<file path="config.mk">
export PLATFORM = sky130hd
export DESIGN_NAME = fetch_unit
export DESIGN_NICKNAME = d
export VERILOG_FILES = /design/src/rtl/fetch_unit_pkg.sv /design/src/rtl/fetch_fifo.sv /design/src/rtl/fetch_unit.sv
export SDC_FILE = /design/constraint.sdc
export NUM_CORES = 1
export LEC_CHECK = 0
export CAP_MARGIN = 5
export CORE_UTILIZATION = 45
export DETAILED_ROUTE_END_ITERATION = 8
export PLACE_DENSITY = 0.76
export SLEW_MARGIN = 20
export SYNTH_ARGS = -nofsm -noshare
export SYNTH_HDL_FRONTEND = slang
export SYNTH_SLANG_ARGS = --single-unit
</file>
<file path="constraint.sdc">
create_clock -name clk -period 10.48 [get_ports clk]
set_clock_uncertainty 0.1 [all_clocks]
set_input_delay 2.62 -clock clk [delete_from_list [all_inputs] [get_ports clk]]
set_output_delay 2.62 -clock clk [all_outputs]
set_load 0.005 [all_outputs]
</file>
<file path="src/rtl/fetch_unit_pkg.sv">
// rtl/fetch_unit_pkg.sv - shared fetch types and reset constant
package fetch_unit_pkg;

   localparam logic [63:0] PC_RESET_DEFAULT = 64'h8000_0000;

   typedef enum logic [1:0] {
      REQ,
      FULL,
      DISCARD
   } fetch_state_t;

   typedef struct packed {
      logic [63:0] pc;
      logic [31:0] raw_instr;
   } fetch_entry_t;

endpackage

</file>
<file path="src/rtl/fetch_fifo.sv">
// rtl/fetch_fifo.sv - two-entry instruction queue, head always in slot0
module fetch_fifo
   import fetch_unit_pkg::*;
(
   input  logic         clk,
   input  logic         resetn,
   input  logic         enq,
   input  fetch_entry_t enq_entry,
   input  logic         deq,
   input  logic         flush,
   output fetch_entry_t head,
   output logic [1:0]   count
);

   fetch_entry_t slot1;
   logic         deq_eff;
   logic [1:0]   wr_idx;

   assign deq_eff = deq && (count != 2'd0);
   assign wr_idx  = count - {1'b0, deq_eff};

   // Pop shifts slot1 forward; a same-cycle push lands after the shift
   always_ff @(posedge clk) begin
      if (!resetn) begin
         count <= 2'd0;
      end else if (flush) begin
         count <= 2'd0;
      end else begin
         if (deq_eff) begin
            head <= slot1;
         end
         if (enq) begin
            if (wr_idx == 2'd0) begin
               head <= enq_entry;
            end else begin
               slot1 <= enq_entry;
            end
         end
         count <= count + {1'b0, enq} - {1'b0, deq_eff};
      end
   end

   assert property (@(posedge clk) disable iff (!resetn)
      !(enq && !flush && !deq_eff && count == 2'd2));

endmodule

</file>
<file path="src/rtl/fetch_unit.sv">
// rtl/fetch_unit.sv - PC, single-outstanding bus FSM and decode-side queue
module fetch_unit
   import fetch_unit_pkg::*;
#(
   parameter int                ADDR_W   = 64,
   parameter logic [ADDR_W-1:0] PC_RESET = PC_RESET_DEFAULT[ADDR_W-1:0]
) (
   input  logic              clk,
   input  logic              reset,
   output logic              ireq_valid,
   output logic [ADDR_W-1:0] ireq_addr,
   input  logic              iresp_data_ok,
   input  logic [31:0]       iresp_data,
   output logic              f_valid,
   output logic [ADDR_W-1:0] f_pc,
   output logic [31:0]       f_raw_instr,
   input  logic              d_ready,
   input  logic              redirect_valid,
   input  logic [ADDR_W-1:0] redirect_pc
);

   fetch_state_t      state, state_next;
   logic [ADDR_W-1:0] pc, pc_next, target;
   logic              enq, deq, accept;
   logic [1:0]        count, count_post;
   fetch_entry_t      enq_entry, head;

   assign target       = redirect_pc & ~ADDR_W'(3);
   assign accept       = ireq_valid && iresp_data_ok;
   assign deq          = (count != 2'd0) && d_ready && !redirect_valid;
   assign count_post   = count + 2'd1 - {1'b0, deq};
   assign enq_entry.pc = 64'(pc);
   assign enq_entry.raw_instr = iresp_data;

   always_comb begin
      state_next = state;
      pc_next    = pc;
      enq        = 1'b0;
      case (state)
         REQ: begin
            if (redirect_valid) begin
               pc_next    = target;
               state_next = (ireq_valid && !iresp_data_ok) ? DISCARD : REQ;
            end else if (accept) begin
               enq        = 1'b1;
               pc_next    = pc + ADDR_W'(4);
               state_next = (count_post == 2'd2) ? FULL : REQ;
            end
         end
         FULL: begin
            if (redirect_valid) begin
               pc_next    = target;
               state_next = REQ;
            end else if (deq) begin
               state_next = REQ;
            end
         end
         DISCARD: begin
            if (redirect_valid) begin
               pc_next = target;
            end
            if (iresp_data_ok) begin
               state_next = REQ;
            end
         end
         default: state_next = REQ;
      endcase
   end

   // The bus address is frozen while a stale request is still outstanding
   always_ff @(posedge clk) begin
      if (!reset) begin
         state      <= REQ;
         pc         <= PC_RESET;
         ireq_valid <= 1'b0;
         ireq_addr  <= PC_RESET;
      end else begin
         state      <= state_next;
         pc         <= pc_next;
         ireq_valid <= (state_next != FULL);
         if (state_next != DISCARD) begin
            ireq_addr <= pc_next;
         end
      end
   end

   fetch_fifo u_fifo (
      .clk       (clk),
      .resetn    (reset),
      .enq       (enq),
      .enq_entry (enq_entry),
      .deq       (deq),
      .flush     (redirect_valid),
      .head      (head),
      .count     (count)
   );

   assign f_valid     = (count != 2'd0);
   assign f_pc        = head.pc[ADDR_W-1:0];
   assign f_raw_instr = head.raw_instr;

endmodule

</file>
; ---- Word level (Yosys, flattened, before mapping)
; Cells that the tools add are included.
[totals]
input_bits = 101
ff_bits = 325
elab_cells = 55
output_inout_bits = 162
[op_classes]
add_sub_neg = 6
bitwise = 3
n_eq_ne = 5
muxes = 18
n_reduce_logical = 14
[op_table]
columns = operator, count
row1 = 96-bit 2-to-1 mux, 3
row2 = 64-bit 2-to-1 mux, 3
row3 = 64-bit case mux with 2 select lines, 1
row4 = 64-bit by 3-bit adder with 64-bit output (second input constant), 1
row5 = 2-bit 2-to-1 mux, 6
row6 = 2-bit case mux with 3 select lines, 1
row7 = 2-bit by 1-bit subtractor with 2-bit output, 3
row8 = 1-bit logical AND, 5
row9 = 2-bit equality test (second input constant), 2
row10 = 2-bit logical NOT, 2
row11 = 1-bit 2-to-1 mux, 4
row12 = 4-bit AND reduction, 1
row13 = 2-bit OR reduction, 2
row14 = 1-bit NOT, 3
row15 = 2-bit by 1-bit adder with 2-bit output, 1
row16 = 2-bit by 1-bit adder with 2-bit output (second input constant), 1
row17 = 2-bit by 1-bit equality test with 1-bit output (second input constant), 1
row18 = 1-bit logical NOT, 2
row19 = 2-bit by 1-bit inequality test with 1-bit output (second input constant), 1
row20 = 2-bit inequality test (second input constant), 1
row21 = 2-bit AND reduction, 1
row22 = 2-bit nonzero test, 1

; ---- Depth between registers and ports, before layout
; Gate-level depths: netlist (run 1).
[depth]
depth_word = 10
depth_mapped = 17
depth_no_buf = 10

; ---- Cells and area by module
; Synthesis (run 1) repeated with hierarchy kept, for this count alone.
[hier_totals]
hier_cells = 1415
area_unflattened_um2 = 16071.7
[modules_own_cells]
columns = mod, area_each_um2, cells_each, seq_area_each_um2, instances
row1 = fetch_fifo, 8345.5, 420, 5805.6, 1
row2 = fetch_unit, 7726.2, 995, 2622.5, 1

; ---- Worst setup path before layout (run 1)
; No wires, ideal clock.
[synth_timing]
kind = input port to flip-flop
start = input redirect_valid
end = register u_fifo.slot1[0] (netlist name) (enable)
required_ns = 9.797
setup_time_ns = 0.583
path_buffers = 5
arrival_time_ns = 8.938
slack_ns = 0.859
cell_stages = 9
path_cell_list = buf_2 -> buf_2 -> clkbuf_1 -> nor2_1 -> buf_2 -> buf_2 -> ha_1 -> xnor2_1 -> a21oi_1
[synth_between]
elab_chain_cells = 7
elab_cells_between_ends = 10
cone_classes = add/sub: 1 / mux: 2 / bitwise: 2 / reduce/logical: 5
[synth_lines]
columns = element, line
row1 = "start, declared", fetch_unit.sv:18  ; input logic redirect_valid,
row2 = 1-bit logical NOT, fetch_unit.sv:30  ; assign deq = (count != 2'd0) && d_ready && !redirect_valid;
row3 = 1-bit logical AND, fetch_unit.sv:30
row4 = 1-bit logical AND, fetch_fifo.sv:19  ; assign deq_eff = deq && (count != 2'd0);
row5 = 2-bit by 1-bit subtractor with 2-bit output, fetch_fifo.sv:20  ; assign wr_idx = count - {1'b0, deq_eff};
row6 = 2-bit logical NOT, fetch_fifo.sv:33  ; if (wr_idx == 2'd0) begin
row7 = 1-bit NOT (no source line), n/a
row8 = 4-bit AND reduction (no source line) *, n/a
row9 = "end signal, assigned", fetch_fifo.sv:36  ; slot1 <= enq_entry;
row10 = "end, declared", fetch_fifo.sv:15  ; fetch_entry_t slot1;
; Every way passes the cells marked *; elsewhere a longest branch is shown, timed or not.
; A chain may end at the register's enable or synchronous reset.

; ---- Worst setup path in the final report (run 1)
[layout_timing]
start = input d_ready
end = register ireq_addr[48]
[layout_between]
elab_chain_cells = 9
elab_cells_between_ends = 11
cone_classes = add/sub: 1 / eq/ne: 2 / mux: 6 / reduce/logical: 2
[layout_lines]
columns = element, line
row1 = "start, declared", fetch_unit.sv:17  ; input logic d_ready,
row2 = 1-bit logical AND * (2 in a row), fetch_unit.sv:30
row3 = 2-bit by 1-bit subtractor with 2-bit output, fetch_unit.sv:31  ; assign count_post = count + 2'd1 - {1'b0, deq};
row4 = 2-bit equality test, fetch_unit.sv:47  ; state_next = (count_post == 2'd2) ? FULL : REQ;
row5 = 1-bit 2-to-1 mux, fetch_unit.sv:47
row6 = 2-bit 2-to-1 mux, fetch_unit.sv:44  ; end else if (accept) begin
row7 = 2-bit 2-to-1 mux, fetch_unit.sv:41  ; if (redirect_valid) begin
row8 = 2-bit case mux with 3 select lines *, fetch_unit.sv:39  ; case (state)
row9 = 2-bit inequality test *, fetch_unit.sv:81  ; if (state_next != DISCARD) begin
row10 = "end signal, assigned", fetch_unit.sv:82  ; ireq_addr <= pc_next;
row11 = "end, declared", fetch_unit.sv:11  ; output logic [ADDR_W-1:0] ireq_addr,
; Marked as above.

==> results of run 1 <==
==> cell usage in the layout, fill, tap and decap left out, types with 18 or more instances in the layout <==
cell / instances
nand3_1: 39
buf_4: 18
nor3_1: 34
a21oi_1: 147
o21ai_1: 22
clkdlybuf4s50_1: 258
a22oi_1: 28
nor2_1: 185
nand4_1: 29
edfxtp_1: 192
nor4_1: 18
dfxtp_1: 133
mux2i_1: 127
clkbuf_16: 36
nand2_1: 63
o21ai_0: 34
and2_1: 20
==> power breakdown <==
part | switching [W] | internal [W] | total [W]
Clock | 0.000498 | 0.000697 | 0.00120
Combinational | 0.000163 | 0.000167 | 0.000330
Sequential | 0.0000631 | 0.00141 | 0.00148
Total | 0.000724 | 0.00228 | 0.00300
==> stage by stage <==
stage                     std cells  total power (W)  hold WS, ns  utilization, %
final                          2126          0.00300        0.354            57.5
after global routing           2126          0.00311        0.388            57.5
after CTS                      2124          0.00302        0.359            57.5
after detailed placement       2063          0.00183        0.349            54.2
after global placement         2063          0.00182        0.344            54.2
after floorplan                1449          0.00164        0.303               -
==> cells in the mapped netlist (5+ instances only) <==
library cell,number
a211oi_1,14
a21oi_1,148
a221oi_1,17
a222oi_1,13
a22o_1,13
a22oi_1,28
a31oi_1,12
a41oi_1,5
and2_1,20
and3_1,17
and4_1,13
buf_1,9
buf_2,30
clkbuf_1,74
dfxtp_1,133
edfxtp_1,192
ha_1,8
inv_1,14
mux2_2,7
mux2i_1,127
nand2_1,63
nand2b_1,11
nand3_1,40
nand4_1,29
nor2_1,188
nor2b_1,10
nor3_1,35
nor4_1,18
o21ai_0,34
o21ai_1,22
o31ai_1,5
or3_1,10
or4_1,7
xor2_1,6
==> metal layers <==
metal | vias to the layer above | GRT usage, % | part of all wire (%)
li1 | 5884 | - | -
met1 | 6056 | 37.5 | 43
met2 | 679 | 39.3 | 44
met3 | 99 | 4.75 | 9.8
met4 | 0 | 10.1 | 3.2
met5 | - | 0 | 0
==> worst min-delay path, delay by kind of cell (launching register included) <==
kind	cells	cell delay [ns]
and+or+nand+nor	1	0.05
DFF	1	0.31
AOI/OAI and AO/OA	1	0.05
==> cell families after synthesis <==
family,after synthesis,synth area share [%]
AO/OA/AOI/OAI,356,15.0
XOR/XNOR,10,0.575
adder cells (fa/ha/maj),8,0.657
buffers and inverters,128,3.40
flip-flops,325,55.3
multiplexers,138,9.15
AND/OR/NAND/NOR,484,15.9
==> layout make-up <==
cell class	count	area, sq um	area share, %
clock inverters	19	159	0.826
diodes	2	5.00	0.0260
repair buffers	279	2740	14.2
well taps	448	561	2.91
flip-flops and latches	325	8430	43.8
multi-input cells	996	6340	33.0
inverters	15	56.3	0.293
clock buffers	42	947	4.92
==> state kept, by name, indices dropped and copies added, names as in the netlist <==
signal / count
ireq_addr: 64
ireq_valid: 1
pc: 64
state: 2
u_fifo.count: 2
u_fifo.head: 96
u_fifo.slot1: 96
==> worst paths after layout <==
| check | startpoint | endpoint | slack, ns | depth (start not counted) |
|---|---|---|---|---|
| worst max-delay path | d_ready | ireq_addr[48] | 4.46 | 13 |
| worst min-delay path | ireq_addr[1] | ireq_addr[1] | 0.35 | 2 |
| worst max register to register | state[1] | ireq_addr[48] | 6.58 | 9 |
| worst min register to register | ireq_addr[1] | ireq_addr[1] | 0.35 | 2 |
==> out/metrics.yaml, run 1 <==
fin_ws_ns: 4.46
cpMostUsedCell: "buf_4"
totalWireLength_mm: 46.3
synth_ff_type: "edfxtp_1"
ios: 263
outcome: "completed"
postSynthCellCount: 1449
crit_path_end_kind: "flip-flop"
postSynthAreaPerCell_sq_um: 10.5
slowest_stage: "buf_4"
cts_resized: 0
min_period_ns: 6.02
core_area_sq_um: 33400
numCtsBuffers: 35
num_vias: 12718
slew_viol_final: 0
synth_top_area_cell: "edfxtp_1"
cts_tree: "built"
cts_root_buf: "clkbuf_16"
cp.required_ns: 10.80
fillCellCount: 2795
grt_use_total_pct: 26.2
portBuffers: 260
antenna_found_initial: 2
ir_worst_vdd_mv: 0.0949
rows: 67
relSlewSlack_pct: 26.2
synth_edf_count: 192
wl_per_cell_um: 21.8
cts_setup_buffers: 0
worst-endpoint-arrival_ns: 6.34
die_w_um: 186
total_leakage_power_nw: 6.61
min_period_over_period_pct: 57.4
ant_nets: 0
syn_nets: 1558
drc_errors: 0
first_pass_iters: 6
rsz0062_at_grt: "no"
finalHoldViolations: 0
worstMarginPinSlew_ns: 1.11
critical_path.top_delay_family: "buffers and inverters"
pre_cts_ws_ns: 3.98
ys_seq_area_share_pct: 55.3
drive_above_1_share_pct: 6.44
path_buf_inv: 4
htreeDepth: 2
place_area_sq_um: 18100
dieArea_sq_um: 34600
fin_nets: 1761
cts.sinks: 325
synth.top_cell.area_share_pct: 37.8
synthTopCellsByArea: "edfxtp_1 (38%), dfxtp_1 (17%), mux2i_1 (8.3%)"
syn_area_sq_um: 15200
grt_pass1_wl_mm: 69.4
fin_area_sq_um: 19200
yosys_warnings: 0
synth_cell_types: 73
path_max_fanout: 56
initial_core_util_pct: 45.6
path_class: "primary input to flip-flop"
synth-seq-cells: 325
max_freq_mhz: 166
maxCapViolCount: 0
grt_max_degree: 125
area_growth_pct: 26.2
cp_cell_sequence: "clkdlybuf4s50_1, o21ai_1, nor2_4, buf_4, inv_1, ha_1, xor2_1, nand3b_1, o211ai_1, or3_2, buf_4, nand2_1, o21ai_0"
gr-total-overflow: 0
cts_buffer_depth: 3
setup_viol: 0
fin_setup_tns_ns: 0
crit_path_start_kind: "primary input"
gp_congestion: 0.913
clkSlewWorstSetupHoldPaths_ns: 0.06
slowest_delay_ns: 0.55
ys_async_sr_fraction_pct: 0
die_h_um: 186
hpwl_mm: 31.3
clock_latency_ns: 0.52
first_iter_violations: 1348
first_global_vias: 11926
cts_hold_buf: 0
viasPerCell: 5.98
powerDensity_nw_per_um2: 156
hp-class: "flip-flop to flip-flop"
Power figures use the tool's default switching activity.
==> run 2, diff against run 1 <==
==> constraint.sdc (replaced) <==
create_clock -name clk -period 5.99 [get_ports clk]
set_clock_uncertainty 0.1 [all_clocks]
set_input_delay 1.4975 -clock clk [delete_from_list [all_inputs] [get_ports clk]]
set_output_delay 1.4975 -clock clk [all_outputs]
set_load 0.005 [all_outputs]
==> out/metrics.yaml, run 2 (synthesis results as in run 1) <==
gr-total-overflow: 0
place_area_sq_um: 18200
crit_path_start_kind: "primary input"
wl_per_cell_um: 22.0
min_period_ns: 4.47
dp.cells: 2067
num_vias: 12609
totalWireLength_mm: 46.9
area_growth_pct: 27.1
antenna_found_initial: 0
worst-endpoint-arrival_ns: 4.60
r2r_cells: 9
finalHoldViolations: 0
clock_latency_ns: 0.52
initial_core_util_pct: 45.6
powerDensity_nw_per_um2: 276
min_period_over_period_pct: 74.6
gp_congestion: 0.911
cp.required_ns: 6.12
portBuffers: 260
first_global_vias: 11907
viasPerCell: 5.92
fin_cells: 2129
outcome: "completed"
fin_setup_tns_ns: 0
ant_nets: 0
drive_above_1_share_pct: 6.72
rsz0062_at_grt: "no"
reg2reg_from: "state[1]"
ir_worst_vdd_mv: 0.154
dieArea_sq_um: 34600
slew_viol_final: 0
crit_path_end_kind: "flip-flop"
first_iter_violations: 1254
hp-start: "ireq_addr[2]"
grt_pass1_wl_mm: 69.7
setup_viol: 0
cts_buffer_depth: 3
antenna_cells: 0
path_class: "primary input to flip-flop"
final_common_cell: "clkdlybuf4s50_1"
relSlewSlack_pct: 31.1
first_pass_iters: 6
min_delay_worst_endpoint: "ireq_addr[2]"
cts_tree: "built"
total_leakage_power_nw: 6.68
drc_errors: 0
whs_path_depth: 2
grt_max_degree: 193
max_freq_mhz: 224
die_h_um: 186
cts_setup_buffers: 0
htreeDepth: 2
hp-class: "flip-flop to flip-flop"
fin_area_sq_um: 19400
cts_resized: 0
rows: 67
cts.sinks: 325
ios: 263
numCtsBuffers: 35
r2r_end: "ireq_addr[18]"
core_area_sq_um: 33400
maxCapViolCount: 0
r2r_slack_ns: 2.19
grt_use_total_pct: 26.5
cts_hold_buf: 0
fin_nets: 1765
worstMarginPinSlew_ns: 1.03
die_w_um: 186
path_max_fanout: 192
reg_top3: "u_fifo.head x96, u_fifo.slot1 x96"
hpwl_mm: 31.9
clkSlewWorstSetupHoldPaths_ns: 0.06
layout_common_cells: "clkdlybuf4s50_1 (258), edfxtp_1 (192), nor2_1 (185), a21oi_1 (147), dfxtp_1 (133)"
cts_root_buf: "clkbuf_16"
==> run 2: routing by layer <==
| layer | vias up | wire length (um) | track usage (%) |
|---|---|---|---|
| met5 | - | 0 | 0 |
| met4 | 0 | 1760 | 10.8 |
| met3 | 111 | 4340 | 5.60 |
| met2 | 600 | 20700 | 40.4 |
| met1 | 6001 | 20000 | 36.5 |
| li1 | 5897 | - | - |
==> run 2: power by group <==
| part | switching [W] | internal, W |
|---|---|---|
| combinational | 0.000285 | 0.000295 |
| sequential | 0.000112 | 0.00248 |
| clock | 0.000868 | 0.00131 |
| total | 0.00126 | 0.00408 |
==> run 2: stage by stage <==
stage	utilization (%)	total power, W	setup WS [ns]	hold WS, ns
final	57.9	0.00534	1.52	0.350
after detailed placement	54.4	0.00320	1.04	0.344
after floorplan	-	0.00287	0.529	0.303
after CTS	57.9	0.00536	1.54	0.352
after global routing	57.9	0.00551	1.34	0.368
after global placement	54.4	0.00319	1.12	0.339
==> run 2: area by class of cell <==
type                    count  area [sq um]
clock buffers              50          1090
clock inverters            12          87.6
fillers                  2781         14100
inverters                  15          56.3
multi-input cells         996          6340
flip-flops and latches    325          8430
well taps                 448           561
repair buffers            283          2800
==> run 2: worst max-delay path: stages <==
cell	delay, ns
clkdlybuf4s50_1	0.52
o21ai_1	0.16
nor2_4	0.11
buf_4	0.79
ha_1	0.32
xnor2_1	0.18
nand3_4	0.15
buf_12	0.58
a21oi_1	0.16
==> run 2: how the worst max path moves through the flow <==
stage,startpoint,end,slack [ns]
detailed placement,d_ready,u_fifo.head[42],1.04
global placement,d_ready,u_fifo.head[50],1.12
global route,d_ready,u_fifo.head[86],1.34
CTS,d_ready,u_fifo.head[42],1.54
finish,d_ready,u_fifo.head[86],1.52
floorplan,redirect_valid,u_fifo.head[0],0.53
==> run 3, diff against run 2 <==
==> constraint.sdc (replaced) <==
create_clock -name clk -period 4.14 [get_ports clk]
set_clock_uncertainty 0.1 [all_clocks]
set_input_delay 1.035 -clock clk [delete_from_list [all_inputs] [get_ports clk]]
set_output_delay 1.035 -clock clk [all_outputs]
set_load 0.005 [all_outputs]
==> out/metrics.yaml, run 3 (synthesis results as in run 1) <==
outcome: "completed"
min_delay_worst_endpoint: "ireq_addr[55]"
max_freq_mhz: 277
power_frac_comb_pct: 11.3
ant_nets: 0
grt_max_degree: 131
seq_power_share_pct: 48.5
viasPerCell: 5.90
rows: 67
powerDensity_nw_per_um2: 393
rsz0062_at_grt: "no"
switching_share_pct: 24.1
min_period_ns: 3.62
fin_setup_tns_ns: 0
fillCellCount: 2770
whs_path_depth: 2
crit_path_start_kind: "flip-flop"
first_global_vias: 11974
gp_congestion: 0.919
antenna_found_initial: 1
maxCapViolCount: 0
finalHoldViolations: 0
r2r_slack_ns: 0.52
hpwl_mm: 32.4
p_int_w: 0.00584
reg2reg_from: "state[1]"
gr-total-overflow: 0
slew_viol_final: 0
ir_worst_vdd_mv: 0.217
path_max_fanout: 23
cp.required_ns: 4.48
hp-start: "ireq_addr[55]"
total_leakage_power_nw: 6.80
die_w_um: 186
grt_pass1_wl_mm: 70.5
cts_resized: 0
portBuffers: 260
path_class: "flip-flop to flip-flop"
die_h_um: 186
crit_path_end_kind: "flip-flop"
cts_tree: "built"
r2r_cells: 8
worst-endpoint-arrival_ns: 3.96
fin_nets: 1788
reg_top3: "u_fifo.head x96, u_fifo.slot1 x96"
r2r_end: "ireq_addr[61]"
numCtsBuffers: 35
fin_cells: 2155
cts_hold_buf: 0
cts.sinks: 325
totalWireLength_mm: 47.2
cts_buffer_depth: 3
pwr-share-clk_pct: 40.2
initial_core_util_pct: 45.6
htreeDepth: 2
layout_common_cells: "clkdlybuf4s50_1 (258), edfxtp_1 (192), nor2_1 (185), a21oi_1 (147), dfxtp_1 (133)"
min_period_over_period_pct: 87.3
core_area_sq_um: 33400
drive_above_1_share_pct: 8.21
worstMarginPinSlew_ns: 1.12
drc_errors: 0
dp.cells: 2090
grt_use_total_pct: 26.8
hp-class: "flip-flop to flip-flop"
first_pass_iters: 7
cts_root_buf: "clkbuf_16"
final_common_cell: "clkdlybuf4s50_1"
setup_viol: 0
clock_latency_ns: 0.53
clkSlewWorstSetupHoldPaths_ns: 0.06
wl_per_cell_um: 21.9
cts_setup_buffers: 0
ios: 263
p_sw_w: 0.00185
area_growth_pct: 28.6
dieArea_sq_um: 34600
first_iter_violations: 1313
relSlewSlack_pct: 25.5
num_vias: 12725
## run 3: cell types whose count changed in the layout (fill, tap and decap cells not counted), moves of 2 or more
cell	delta
buf_4	+19
buf_12	+4
clkbuf_1	+4
clkinv_1	-4
clkbuf_16	-3
clkinv_2	+2
## run 3: final cells by class
class | instances | area (sq um) | share of cell area, %
repair buffers | 306 | 3030 | 15.4
clock buffers | 53 | 1050 | 5.34
inverters | 15 | 56.3 | 0.287
well taps | 448 | 561 | 2.86
clock inverters | 11 | 101 | 0.517
diodes | 1 | 2.50 | 0.0128
flip-flops and latches | 325 | 8430 | 43.0
multi-input cells | 996 | 6370 | 32.5
## run 3: how the worst max path moves through the flow
| stage | from | depth (start not counted) | endpoint |
|---|---|---|---|
| detailed placement | d_ready | 8 | u_fifo.slot1[81] |
| floorplan | redirect_valid | 9 | u_fifo.slot1[0] |
| global route | state[1] | 8 | ireq_addr[61] |
| global placement | d_ready | 8 | u_fifo.slot1[78] |
| finish | state[1] | 8 | ireq_addr[61] |
| CTS | state[1] | 8 | ireq_addr[61] |
## run 3: worst max-delay path, cell delays in order, from the launching register on
cell      delay [ns]
dfxtp_1         0.40
inv_1           0.11
ha_1            0.73
nor2b_1         0.24
or2_1           0.87
a221oi_1        0.28
and3_1          0.24
or3_1           0.40
a21oi_1         0.15
## run 3: power by group through the flow
| stage | Sequential, W | Combinational [W] | Clock (W) |
|---|---|---|---|
| 3_3_place_gp | 0.00379 | 0.000836 | 0 |
| 2_1_floorplan | 0.00374 | 0.000416 | 0 |
| 4_1_cts | 0.00373 | 0.000861 | 0.00315 |
| 6_report | 0.00373 | 0.000866 | 0.00309 |
| 5_1_grt | 0.00375 | 0.000937 | 0.00326 |
| 3_5_place_dp | 0.00379 | 0.000855 | 0 |
## run 3: stage by stage
step | hold WS, ns | utilization, % | power (W) | setup WS, ns | area, sq um
final | 0.360 | 58.6 | 0.00769 | 0.524 | 19600
after global routing | 0.385 | 58.6 | 0.00795 | 0.394 | 19600
after CTS | 0.362 | 58.6 | 0.00774 | 0.596 | 19600
after detailed placement | 0.344 | 55.1 | 0.00465 | 0.106 | 18400
after global placement | 0.341 | 55.1 | 0.00463 | 0.121 | 18400
after floorplan | 0.303 | - | 0.00416 | -0.157 | 15300
## run 3: per-layer routing
metal	wire length, um	global-route usage, %
met1	20400	38.2
met4	1200	8.69
met5	0	0
met2	21200	40.6
met3	4420	5.26
